==> config.mk <==
export PLATFORM = sky130hd
export DESIGN_NAME = conf_int_mac_acc_pipe
export DESIGN_NICKNAME = d
export VERILOG_FILES = /design/src/rtl/conf_int_mac_pkg.sv /design/src/rtl/conf_int_mac_acc_pipe_prec_mask.sv /design/src/rtl/conf_int_mac_acc_pipe.sv
export SDC_FILE = /design/constraint.sdc
export NUM_CORES = 2
export LEC_CHECK = 0
export ABC_AREA = 1
export BUFFER_PORTS_ARGS = -buffer_cell sky130_fd_sc_hd__buf_2
export CAP_MARGIN = 20
export CORE_ASPECT_RATIO = 0.75
export CORE_MARGIN = 8
export CORE_UTILIZATION = 30
export CTS_BUF_LIST = sky130_fd_sc_hd__clkbuf_8 sky130_fd_sc_hd__clkbuf_16
export DETAILED_ROUTE_END_ITERATION = 12
export PLACE_DENSITY = 0.5
export SYNTH_ARGS = -nofsm -noshare
export SYNTH_HDL_FRONTEND = slang
export SYNTH_SLANG_ARGS = --single-unit
==> constraint.sdc <==
create_clock -name clk -period 11.9 [get_ports clk]
set_input_delay 0 -clock clk [delete_from_list [all_inputs] [get_ports clk]]
set_output_delay 0 -clock clk [all_outputs]
set_load 0.005 [all_outputs]
==> src/rtl/conf_int_mac_pkg.sv <==
// Shared definitions for the pipelined configurable-precision integer MAC.
//   - mac_state_e   : group-tracking FSM states (IDLE, ACCUM)
//   - clamp_prec()  : maps the runtime prec port onto the effective precision
//   - sat_*_limit() : two's-complement saturation limits for a given width,
//                     used by the top when CONF_INT_MAC_SAT_EN is defined
package conf_int_mac_pkg;

    localparam int unsigned DP_W_DEFAULT   = 32;
    localparam int unsigned OP_W_DEFAULT   = 32;
    localparam int unsigned ACC_W_DEFAULT  = 72;
    localparam int unsigned PREC_W_DEFAULT = 6;

    // Widest data path the saturation helpers can describe.
    localparam int unsigned SAT_MAX_W = 128;

    typedef enum logic {
        IDLE  = 1'b0,
        ACCUM = 1'b1
    } mac_state_e;

    // prec = 0 selects full precision; anything above op_bw is clamped.
    function automatic int unsigned clamp_prec(input int unsigned prec,
                                               input int unsigned op_bw);
        if (prec == 0 || prec > op_bw) begin
            return op_bw;
        end
        return prec;
    endfunction

    // Largest positive value of a w-bit signed number (0x7F..F), zero-padded.
    function automatic logic [SAT_MAX_W-1:0] sat_pos_limit(input int unsigned w);
        logic [SAT_MAX_W-1:0] r;
        for (int unsigned i = 0; i < SAT_MAX_W; i++) begin
            r[i] = (i + 1 < w);
        end
        return r;
    endfunction

    // Most negative value of a w-bit signed number (0x80..0), zero-padded.
    function automatic logic [SAT_MAX_W-1:0] sat_neg_limit(input int unsigned w);
        logic [SAT_MAX_W-1:0] r;
        for (int unsigned i = 0; i < SAT_MAX_W; i++) begin
            r[i] = (i + 1 == w);
        end
        return r;
    endfunction

endpackage

==> src/rtl/conf_int_mac_acc_pipe_prec_mask.sv <==
// Combinational operand masker: keeps the top `prec` bits of `din` and clears
// the low (DATA_W - prec) bits (two's-complement truncation toward -inf).
//   din  : operand in
//   prec : effective precision, already clamped to 1..DATA_W
//   dout : masked operand
module conf_int_prec_mask #(
    parameter int unsigned DATA_W = 32,
    parameter int unsigned PREC_W = 6
) (
    input  logic [DATA_W-1:0] din,
    input  logic [PREC_W-1:0] prec,
    output logic [DATA_W-1:0] dout
);

    always_comb begin
        dout = '0;
        for (int unsigned i = 0; i < DATA_W; i++) begin
            // Bit i survives when it lies within the top `prec` bits.
            if (i + 32'(prec) >= DATA_W) begin
                dout[i] = din[i];
            end
        end
    end

endmodule

==> src/rtl/conf_int_mac_acc_pipe.sv <==
// Pipelined, runtime-configurable-precision integer multiply-accumulate.
// Beats of an accumulation group stream in on a valid/ready handshake; the
// group result (c_in of the first beat plus the sum of masked products) is
// emitted on d with an overflow flag.
//
// Ports:
//   clk, rst            : clock, synchronous active-high reset
//   in_valid/in_ready   : input beat handshake
//   a, b, c_in          : signed operands / addend (addend used on first beat)
//   in_last             : closes the accumulation group
//   prec                : effective precision, sampled on the first beat
//   out_valid/out_ready : result handshake
//   d, overflow         : result (wrapped or saturated) and overflow flag
//
// Build option: define CONF_INT_MAC_SAT_EN to saturate d on overflow instead
// of wrapping.
//
// Timing: S1 (masked operands) -> S2 (product) -> S3 (accumulator) -> output
// register; a last beat accepted at edge N shows out_valid after edge N+3.
module conf_int_mac_acc_pipe
    import conf_int_mac_pkg::*;
#(
    parameter int unsigned DATA_PATH_BITWIDTH = DP_W_DEFAULT,
    parameter int unsigned OP_BITWIDTH        = OP_W_DEFAULT,
    parameter int unsigned ACC_BITWIDTH       = ACC_W_DEFAULT,
    parameter int unsigned PREC_W             = PREC_W_DEFAULT
) (
    input  logic                          clk,
    input  logic                          rst,
    input  logic                          in_valid,
    output logic                          in_ready,
    input  logic [DATA_PATH_BITWIDTH-1:0] a,
    input  logic [DATA_PATH_BITWIDTH-1:0] b,
    input  logic [DATA_PATH_BITWIDTH-1:0] c_in,
    input  logic                          in_last,
    input  logic [PREC_W-1:0]             prec,
    output logic                          out_valid,
    input  logic                          out_ready,
    output logic [DATA_PATH_BITWIDTH-1:0] d,
    output logic                          overflow
);

    localparam int unsigned W  = DATA_PATH_BITWIDTH;
    localparam int unsigned PW = 2 * DATA_PATH_BITWIDTH;
    localparam int unsigned AW = ACC_BITWIDTH;

    // ------------------------------------------------------------------
    // Handshake / global advance
    // ------------------------------------------------------------------
    logic adv;
    logic accept;
    logic out_valid_q, out_valid_d;
    logic [W-1:0] d_q, d_d;
    logic overflow_q, overflow_d;

    assign adv      = !(out_valid_q && !out_ready);
    assign in_ready = adv && !rst;
    assign accept   = in_valid && in_ready;

    // Outputs read as idle while reset is held, even before the first edge.
    assign out_valid = out_valid_q && !rst;
    assign d         = rst ? '0 : d_q;
    assign overflow  = overflow_q && !rst;

    // ------------------------------------------------------------------
    // Group-tracking FSM and precision latch (accept-time view)
    // ------------------------------------------------------------------
    mac_state_e        state_q, state_d;
    logic [PREC_W-1:0] prec_q, prec_d;
    logic [PREC_W-1:0] p_cur;
    logic              beat_first;

    always_comb begin
        state_d    = state_q;
        prec_d     = prec_q;
        beat_first = (state_q == IDLE);
        p_cur      = beat_first ? PREC_W'(clamp_prec(32'(prec), OP_BITWIDTH))
                                : prec_q;
        if (accept) begin
            if (beat_first) begin
                prec_d = p_cur;
            end
            state_d = in_last ? IDLE : ACCUM;
        end
    end

    // ------------------------------------------------------------------
    // Operand masking
    // ------------------------------------------------------------------
    logic [W-1:0] a_masked;
    logic [W-1:0] b_masked;

    conf_int_prec_mask #(
        .DATA_W (W),
        .PREC_W (PREC_W)
    ) u_mask_a (
        .din  (a),
        .prec (p_cur),
        .dout (a_masked)
    );

    conf_int_prec_mask #(
        .DATA_W (W),
        .PREC_W (PREC_W)
    ) u_mask_b (
        .din  (b),
        .prec (p_cur),
        .dout (b_masked)
    );

    // ------------------------------------------------------------------
    // Pipeline stages
    // ------------------------------------------------------------------
    logic          s1_valid_q, s1_valid_d;
    logic [W-1:0]  s1_a_q, s1_a_d;
    logic [W-1:0]  s1_b_q, s1_b_d;
    logic [W-1:0]  s1_c_q, s1_c_d;
    logic          s1_first_q, s1_first_d;
    logic          s1_last_q, s1_last_d;

    logic          s2_valid_q, s2_valid_d;
    logic [PW-1:0] s2_prod_q, s2_prod_d;
    logic [W-1:0]  s2_c_q, s2_c_d;
    logic          s2_first_q, s2_first_d;
    logic          s2_last_q, s2_last_d;

    logic          s3_valid_q, s3_valid_d;
    logic          s3_last_q, s3_last_d;
    logic [AW-1:0] acc_q, acc_d;

    logic [PW-1:0] a_ext;
    logic [PW-1:0] b_ext;
    logic [AW-1:0] prod_sext;
    logic [AW-1:0] c_sext;
    logic          acc_fits;
    logic          result_here;

    always_comb begin
        // Sign-extended 2W x 2W multiply; the low 2W bits are the exact
        // signed W x W product.
        a_ext     = {{W{s1_a_q[W-1]}}, s1_a_q};
        b_ext     = {{W{s1_b_q[W-1]}}, s1_b_q};
        prod_sext = {{(AW-PW){s2_prod_q[PW-1]}}, s2_prod_q};
        c_sext    = {{(AW-W){s2_c_q[W-1]}}, s2_c_q};

        s1_valid_d = s1_valid_q;
        s1_a_d     = s1_a_q;
        s1_b_d     = s1_b_q;
        s1_c_d     = s1_c_q;
        s1_first_d = s1_first_q;
        s1_last_d  = s1_last_q;
        s2_valid_d = s2_valid_q;
        s2_prod_d  = s2_prod_q;
        s2_c_d     = s2_c_q;
        s2_first_d = s2_first_q;
        s2_last_d  = s2_last_q;
        s3_valid_d = s3_valid_q;
        s3_last_d  = s3_last_q;
        acc_d      = acc_q;

        if (adv) begin
            s1_valid_d = accept;
            s1_a_d     = a_masked;
            s1_b_d     = b_masked;
            s1_c_d     = c_in;
            s1_first_d = beat_first;
            s1_last_d  = in_last;

            s2_valid_d = s1_valid_q;
            s2_prod_d  = a_ext * b_ext;
            s2_c_d     = s1_c_q;
            s2_first_d = s1_first_q;
            s2_last_d  = s1_last_q;

            s3_valid_d = s2_valid_q;
            s3_last_d  = s2_last_q;
            if (s2_valid_q) begin
                acc_d = s2_first_q ? (c_sext + prod_sext) : (acc_q + prod_sext);
            end
        end
    end

    // ------------------------------------------------------------------
    // Output register
    // ------------------------------------------------------------------
    always_comb begin
        acc_fits    = (acc_q[AW-1:W-1] == '0) || (acc_q[AW-1:W-1] == '1);
        result_here = s3_valid_q && s3_last_q;
        out_valid_d = out_valid_q;
        d_d         = d_q;
        overflow_d  = overflow_q;
        if (adv) begin
            out_valid_d = result_here;
            if (result_here) begin
                overflow_d = !acc_fits;
`ifdef CONF_INT_MAC_SAT_EN
                if (!acc_fits) begin
                    d_d = acc_q[AW-1] ? W'(sat_neg_limit(W)) : W'(sat_pos_limit(W));
                end else begin
                    d_d = acc_q[W-1:0];
                end
`else
                d_d = acc_q[W-1:0];
`endif
            end
        end
    end

    // ------------------------------------------------------------------
    // State registers
    // ------------------------------------------------------------------
    always_ff @(posedge clk) begin
        if (rst) begin
            state_q     <= IDLE;
            prec_q      <= '0;
            s1_valid_q  <= 1'b0;
            s1_a_q      <= '0;
            s1_b_q      <= '0;
            s1_c_q      <= '0;
            s1_first_q  <= 1'b0;
            s1_last_q   <= 1'b0;
            s2_valid_q  <= 1'b0;
            s2_prod_q   <= '0;
            s2_c_q      <= '0;
            s2_first_q  <= 1'b0;
            s2_last_q   <= 1'b0;
            s3_valid_q  <= 1'b0;
            s3_last_q   <= 1'b0;
            acc_q       <= '0;
            out_valid_q <= 1'b0;
            d_q         <= '0;
            overflow_q  <= 1'b0;
        end else begin
            state_q     <= state_d;
            prec_q      <= prec_d;
            s1_valid_q  <= s1_valid_d;
            s1_a_q      <= s1_a_d;
            s1_b_q      <= s1_b_d;
            s1_c_q      <= s1_c_d;
            s1_first_q  <= s1_first_d;
            s1_last_q   <= s1_last_d;
            s2_valid_q  <= s2_valid_d;
            s2_prod_q   <= s2_prod_d;
            s2_c_q      <= s2_c_d;
            s2_first_q  <= s2_first_d;
            s2_last_q   <= s2_last_d;
            s3_valid_q  <= s3_valid_d;
            s3_last_q   <= s3_last_d;
            acc_q       <= acc_d;
            out_valid_q <= out_valid_d;
            d_q         <= d_d;
            overflow_q  <= overflow_d;
        end
    end

endmodule

# Word level (Yosys, flattened, before mapping)
# Cells that the tools add are included.
[word_totals] ff_bits=313 in_bits=107 out_inout_bits=35 elab_cells=177
[op_classes] addsub=33 multipliers=1 magnitude_cmp=33 eq_ne=1 mux=71 bitwise=2 reduce_logical=17
[op_table] cell="$ge 32x6->1 const B" count=31
[op_table] cell="$add 5x6->7 const A" count=16
[op_table] cell="$add 72x72->72" count=1
[op_table] cell="$mux 72" count=1
[op_table] cell="$mux 1" count=66
[op_table] cell="$add 32x64->65" count=1
[op_table] cell="$mul 32x32->64" count=1
[op_table] cell="$add 4x6->7 const A" count=8
[op_table] cell="$eq 41x41->1 const B" count=1
[op_table] cell="$logic_not 41->1" count=1
[op_table] cell="$mux 32" count=1
[op_table] cell="$add 3x6->7 const A" count=4
[op_table] cell="$mux 6" count=3
[op_table] cell="$add 2x6->7 const A" count=2
[op_table] cell="$add 1x6->7 const A" count=1
[op_table] cell="$ge 6x6->1 const B" count=1
[op_table] cell="$gt 6x6->1 const B" count=1
[op_table] cell="$logic_and 1x1->1" count=6
[op_table] cell="$logic_not 6->1" count=1
[op_table] cell="$reduce_and 2->1" count=3
[op_table] cell="$logic_not 1->1" count=4
[op_table] cell="$logic_or 1x1->1" count=2
[op_table] cell="$not 1->1" count=2

# Depth between registers and ports, before layout
[depth] depth_word=8 ltp_mapped=33 mapped_depth_nobuf=31

# Cells and area by module
# A second synthesis with hierarchy kept.
[unflattened] hier_cells=9616 hier_area_um2=64784.6
[modules_own_cells] module="conf_int_mac_acc_pipe" instances=1 cells_per_inst=9410 area_each_um2=63671.1 seq_area_each_um2=6266.0
[modules_own_cells] module="conf_int_prec_mask" instances=2 cells_per_inst=103 area_each_um2=556.8 seq_area_each_um2=0.0

# Worst setup path before layout
# No wires, ideal clock.
[synth_path] path_type="flip-flop to flip-flop" from="reg s1_a_q[31]" to="reg s2_prod_q[62]" setup_time_ns=0.109 arrival_time_ns=7.685 required_time_ns=11.791 path_slack_ns=4.106 path_stages_with_launch=31 n_path_buf=2 period_less_slack_ns=7.794 path_cell_list="dfxtp_1 -> clkbuf_1 -> clkbuf_1 -> nand2_1 -> inv_1 -> fa_1 -> inv_1 -> fa_1 -> inv_1 -> fa_1 -> fa_1 -> inv_1 -> fa_1 -> inv_1 -> fa_1 -> inv_1 -> fa_1 -> fa_1 -> inv_1 -> ha_1 -> nand2_1 -> nor2_1 -> inv_1 -> nor2_2 -> inv_1 -> nor4_1 -> nand2_1 -> nand3_1 -> nand3_1 -> nand2_1 -> inv_1"
[synth_between] elab_chain_cells=1
[synth_rtl] element="start: declaration" line="conf_int_mac_acc_pipe.sv:115" rtl="logic [W-1:0] s1_a_q, s1_a_d;"
[synth_rtl] element="start signal: assignment" line="conf_int_mac_acc_pipe.sv:217" rtl="s1_a_q <= '0;"
[synth_rtl] element="start signal: assignment" line="conf_int_mac_acc_pipe.sv:237" rtl="s1_a_q <= s1_a_d;"
[synth_rtl] element="$mul 32x32->64" line="conf_int_mac_acc_pipe.sv:170" rtl="s2_prod_d = a_ext * b_ext;"
[synth_rtl] element="end signal: assignment" line="conf_int_mac_acc_pipe.sv:243" rtl="s2_prod_q <= s2_prod_d;"
[synth_rtl] element="end: declaration" line="conf_int_mac_acc_pipe.sv:122" rtl="logic [PW-1:0] s2_prod_q, s2_prod_d;"
# Every way passes these cells.
# A chain may end at the register's enable or synchronous reset.

# Worst setup path in the final report
[layout_path] from="reg s1_b_q[7]" to="reg s2_prod_q[57]"
[layout_between] elab_chain_cells=1
[layout_rtl] element="start: declaration" line="conf_int_mac_acc_pipe.sv:116" rtl="logic [W-1:0] s1_b_q, s1_b_d;"
[layout_rtl] element="start signal: assignment" line="conf_int_mac_acc_pipe.sv:218" rtl="s1_b_q <= '0;"
[layout_rtl] element="start signal: assignment" line="conf_int_mac_acc_pipe.sv:238" rtl="s1_b_q <= s1_b_d;"
[layout_rtl] element="$mul 32x32->64" line="conf_int_mac_acc_pipe.sv:170"
# Every way passes these cells.

==> run metrics <==
DRC Markers=0; number of cells in the finished layout apart from fillers=12,290; Max Transition Viols Final=0; initial core utilization=30.19%; clock slew at the register clock pins of the worst setup and hold paths=0.06 ns; Longest Clk Path Bufs=3; classification of the worst-slack hold path=input port to flop; Min Clock Period, post-route=9.063 ns; critical path buffer and inverter count=10; Worst Max-Slew Pin Slew=1.151 ns; Layout Nets=10,950; Die X-Extent=~550 um; unrepaired setup endpoints after global routing=no; CP arrival=9.59 ns; IO Port Bufs=141; cell chosen for the clock root=sky130_fd_sc_hd__clkbuf_16; worst setup slack for register-to-register paths=2.84 ns; relative slew slack=23.18%; final global-route overflow total=0; post-synthesis net count=10,950; global-route wire length before repair=376,700 um; dominant cell type by area after synthesis=sky130_fd_sc_hd__fa_1; Routability Congestion=0.9931; run status=finished, final reports clean; area of the core region=211,200 um^2; full die area=227,700 um^2; area growth from synthesis to layout=9.602%; static leakage power=roughly 41 nW; cell with the most instances after synthesis=sky130_fd_sc_hd__nand2_1; endpoint type of the worst setup path=flop; largest fanout on the critical path=33; Syn Std Cell Area=63,760 um^2; share of flip-flops with an asynchronous set or reset after synthesis=0%; Synth top area share=34.04%; count of flip-flops with a built-in enable after synthesis=0; max-cap violation count=0; worst hold margin=roughly 0.15 ns; leading register cell type out of synthesis=sky130_fd_sc_hd__dfxtp_1; total wirelength of the detailed-routed design=246,500 um; cts bufs inserted=45; CP Data Required Time=12.42 ns; cell types with the largest area share after synthesis=sky130_fd_sc_hd__fa_1 (34%), sky130_fd_sc_hd__nand2_1 (15%), sky130_fd_sc_hd__inv_1 (15%); proportion of synthesized chip area in sequential cells=9.828%; startpoint class of the critical path=flop; global-route total usage across every layer=a little over a fifth; Clock Skew=0.05268 ns; Post-CTS Setup Inserts=0; Fmax=110.3 MHz; H-tree level count=2; most numerous cell on the critical path=sky130_fd_sc_hd__inv_1; crit path kind=flop to flop; sinks on the clock net=313; vias in the first global route=59,090; final setup violation count=0; DIE HEIGHT=415.2 um; number of iterations in the first detailed-routing pass=6; antenna violations before repair=2; Seq cells post-synth=313; antenna viol nets, final=0; yosys synthesis warning count=0; largest net degree at the start of global routing=125; post-synthesis average cell area=6.757 um^2; maximum VDD drop=between 0.1 and 0.15 mV; largest incremental delay on the critical path=approximately 0.95 ns; final-layout setup total negative slack=0 ns; Hold Vio Cnt, Final=0; utilization after layout=33.09%; power density of the placed cells=about 120 nW/um^2; worst skew pair latency=0.65 ns; WL/cell=20.05 um; cell at the slowest stage of the critical path=sky130_fd_sc_hd__fa_1; largest delay contributor family on the critical path=adder cells; total half-perimeter wirelength after legalization and detailed placement=approximately 210,000 um; DP Cell Count=approximately 12,000; number of top-level pins=142; proportion of layout cells with a drive suffix above 1=~4.7%; cells after synthesis=9,435; CTS tree=yes; Vias/cell=4.719; distinct cell type count of the synthesized netlist=52; 1st-iter DRT viols=about 5,300; FP Rows=approximately 150; routed via count=between 50,000 and 60,000; part of the cycle the worst path needs=76.16%; ranking of synthesized cells by instance count=sky130_fd_sc_hd__nand2_1 (2,606), sky130_fd_sc_hd__inv_1 (2,532), sky130_fd_sc_hd__fa_1 (1,084), sky130_fd_sc_hd__nor2_1 (663), sky130_fd_sc_hd__nand3_1 (389)
## registers in the layout, indices dropped and copies added, names as in the netlist, 6 cells and up
signal	flops
acc_q	72
s2_prod_q	64
s2_c_q	32
s1_b_q	32
d_q	32
prec_q	6
s1_c_q	32
s1_a_q	32
## area by class of cell
type | instances | area, um^2
sequential | 313 | 6277
timing repair buffer | 334 | 2446
inverter | 2555 | 9607
tap | 2812 | 3518
antenna | 2 | 5.005
clock buffer | 54 | 1250
fill | 23200 | 141300
multi-input combinational | 6193 | 46480
clock inverter | 27 | 292.8
## logic make-up after synthesis
group / count (synthesis) / share of synthesized area, %
fa+ha+maj: 1403 / 40.30
simple gates: 3936 / 25.18
compound gates: 807 / 6.765
xor+xnor: 47 / 0.6457
flops: 313 / 9.828
buf+inv: 2929 / 17.28
## worst min-delay path: stages
cell,delay (ns)
sky130_fd_sc_hd__dlygate4sd3_1,0.52
sky130_fd_sc_hd__buf_2,0.10
sky130_fd_sc_hd__o21ai_0,0.07
sky130_fd_sc_hd__nor2_1,0.08
## layer usage
layer	track usage (%)	wire length [um]	vias to the layer above	share of wire [%]
li1	-	-	27450	-
met1	32.77	121500	28460	49
met2	32.02	101600	1889	41
met3	3.766	19030	202	7.7
met4	3.677	4379	0	1.8
met5	0	0	-	0
## what timing repair did
action,4_1_cts,5_1_grt
setup endpoints to repair,0,0
endpoints found under the hold margin,115,0
hold buffers,114,0
resized for setup,0,0
## path summary, 6_finish.rpt
kind,start,to,depth (start not counted)
setup / recovery,s1_b_q[7],s2_prod_q[57],29
hold / removal,c_in[20],s1_c_q[20],4
setup reg to reg,s1_b_q[7],s2_prod_q[57],29
hold reg to reg,d_q[26],d_q[26],2
## layout by cell type (no fill, tap or decap), types with 6 or more instances in the layout
cell type	count
sky130_fd_sc_hd__a21oi_1	381
sky130_fd_sc_hd__a21oi_2	9
sky130_fd_sc_hd__a31oi_1	13
sky130_fd_sc_hd__buf_2	140
sky130_fd_sc_hd__buf_4	79
sky130_fd_sc_hd__clkbuf_16	45
sky130_fd_sc_hd__clkbuf_8	9
sky130_fd_sc_hd__clkinv_1	7
sky130_fd_sc_hd__clkinv_2	6
sky130_fd_sc_hd__clkinvlp_4	6
sky130_fd_sc_hd__dfxtp_1	304
sky130_fd_sc_hd__dfxtp_2	9
sky130_fd_sc_hd__dlygate4sd3_1	114
sky130_fd_sc_hd__fa_1	1084
sky130_fd_sc_hd__ha_1	319
sky130_fd_sc_hd__inv_1	2536
sky130_fd_sc_hd__inv_2	14
sky130_fd_sc_hd__nand2_1	2606
sky130_fd_sc_hd__nand2_2	39
sky130_fd_sc_hd__nand3_1	388
sky130_fd_sc_hd__nand3_2	12
sky130_fd_sc_hd__nand3b_1	22
sky130_fd_sc_hd__nand4_1	83
sky130_fd_sc_hd__nor2_1	663
sky130_fd_sc_hd__nor2_2	26
sky130_fd_sc_hd__nor3_1	38
sky130_fd_sc_hd__nor3_2	8
sky130_fd_sc_hd__nor4_1	18
sky130_fd_sc_hd__o211ai_1	24
sky130_fd_sc_hd__o21a_1	7
sky130_fd_sc_hd__o21ai_0	304
sky130_fd_sc_hd__o21ai_1	21
sky130_fd_sc_hd__o21bai_1	30
sky130_fd_sc_hd__or2_1	6
sky130_fd_sc_hd__or2_2	10
sky130_fd_sc_hd__xnor2_1	14
sky130_fd_sc_hd__xor2_1	33
## power by group
group          switching (mW)  total, mW  leakage, nW  internal (mW)
logic                    3.72       5.56         37.6           1.84
registers               0.212       1.39         2.58           1.18
clock network           0.598       1.42        0.765          0.820
## per-stage QoR
step / instance area, um^2 / total power, mW / setup WS, ns
finish: 69880 / 8.365 / 2.837
global route: 69880 / 9.218 / 2.319
CTS: 69870 / 8.444 / 2.899
detailed placement: 67190 / 6.934 / 2.920
global placement: 67190 / 6.936 / 2.864
floorplan: 63760 / 5.057 / 4.106
Power figures use the tool's default switching activity.
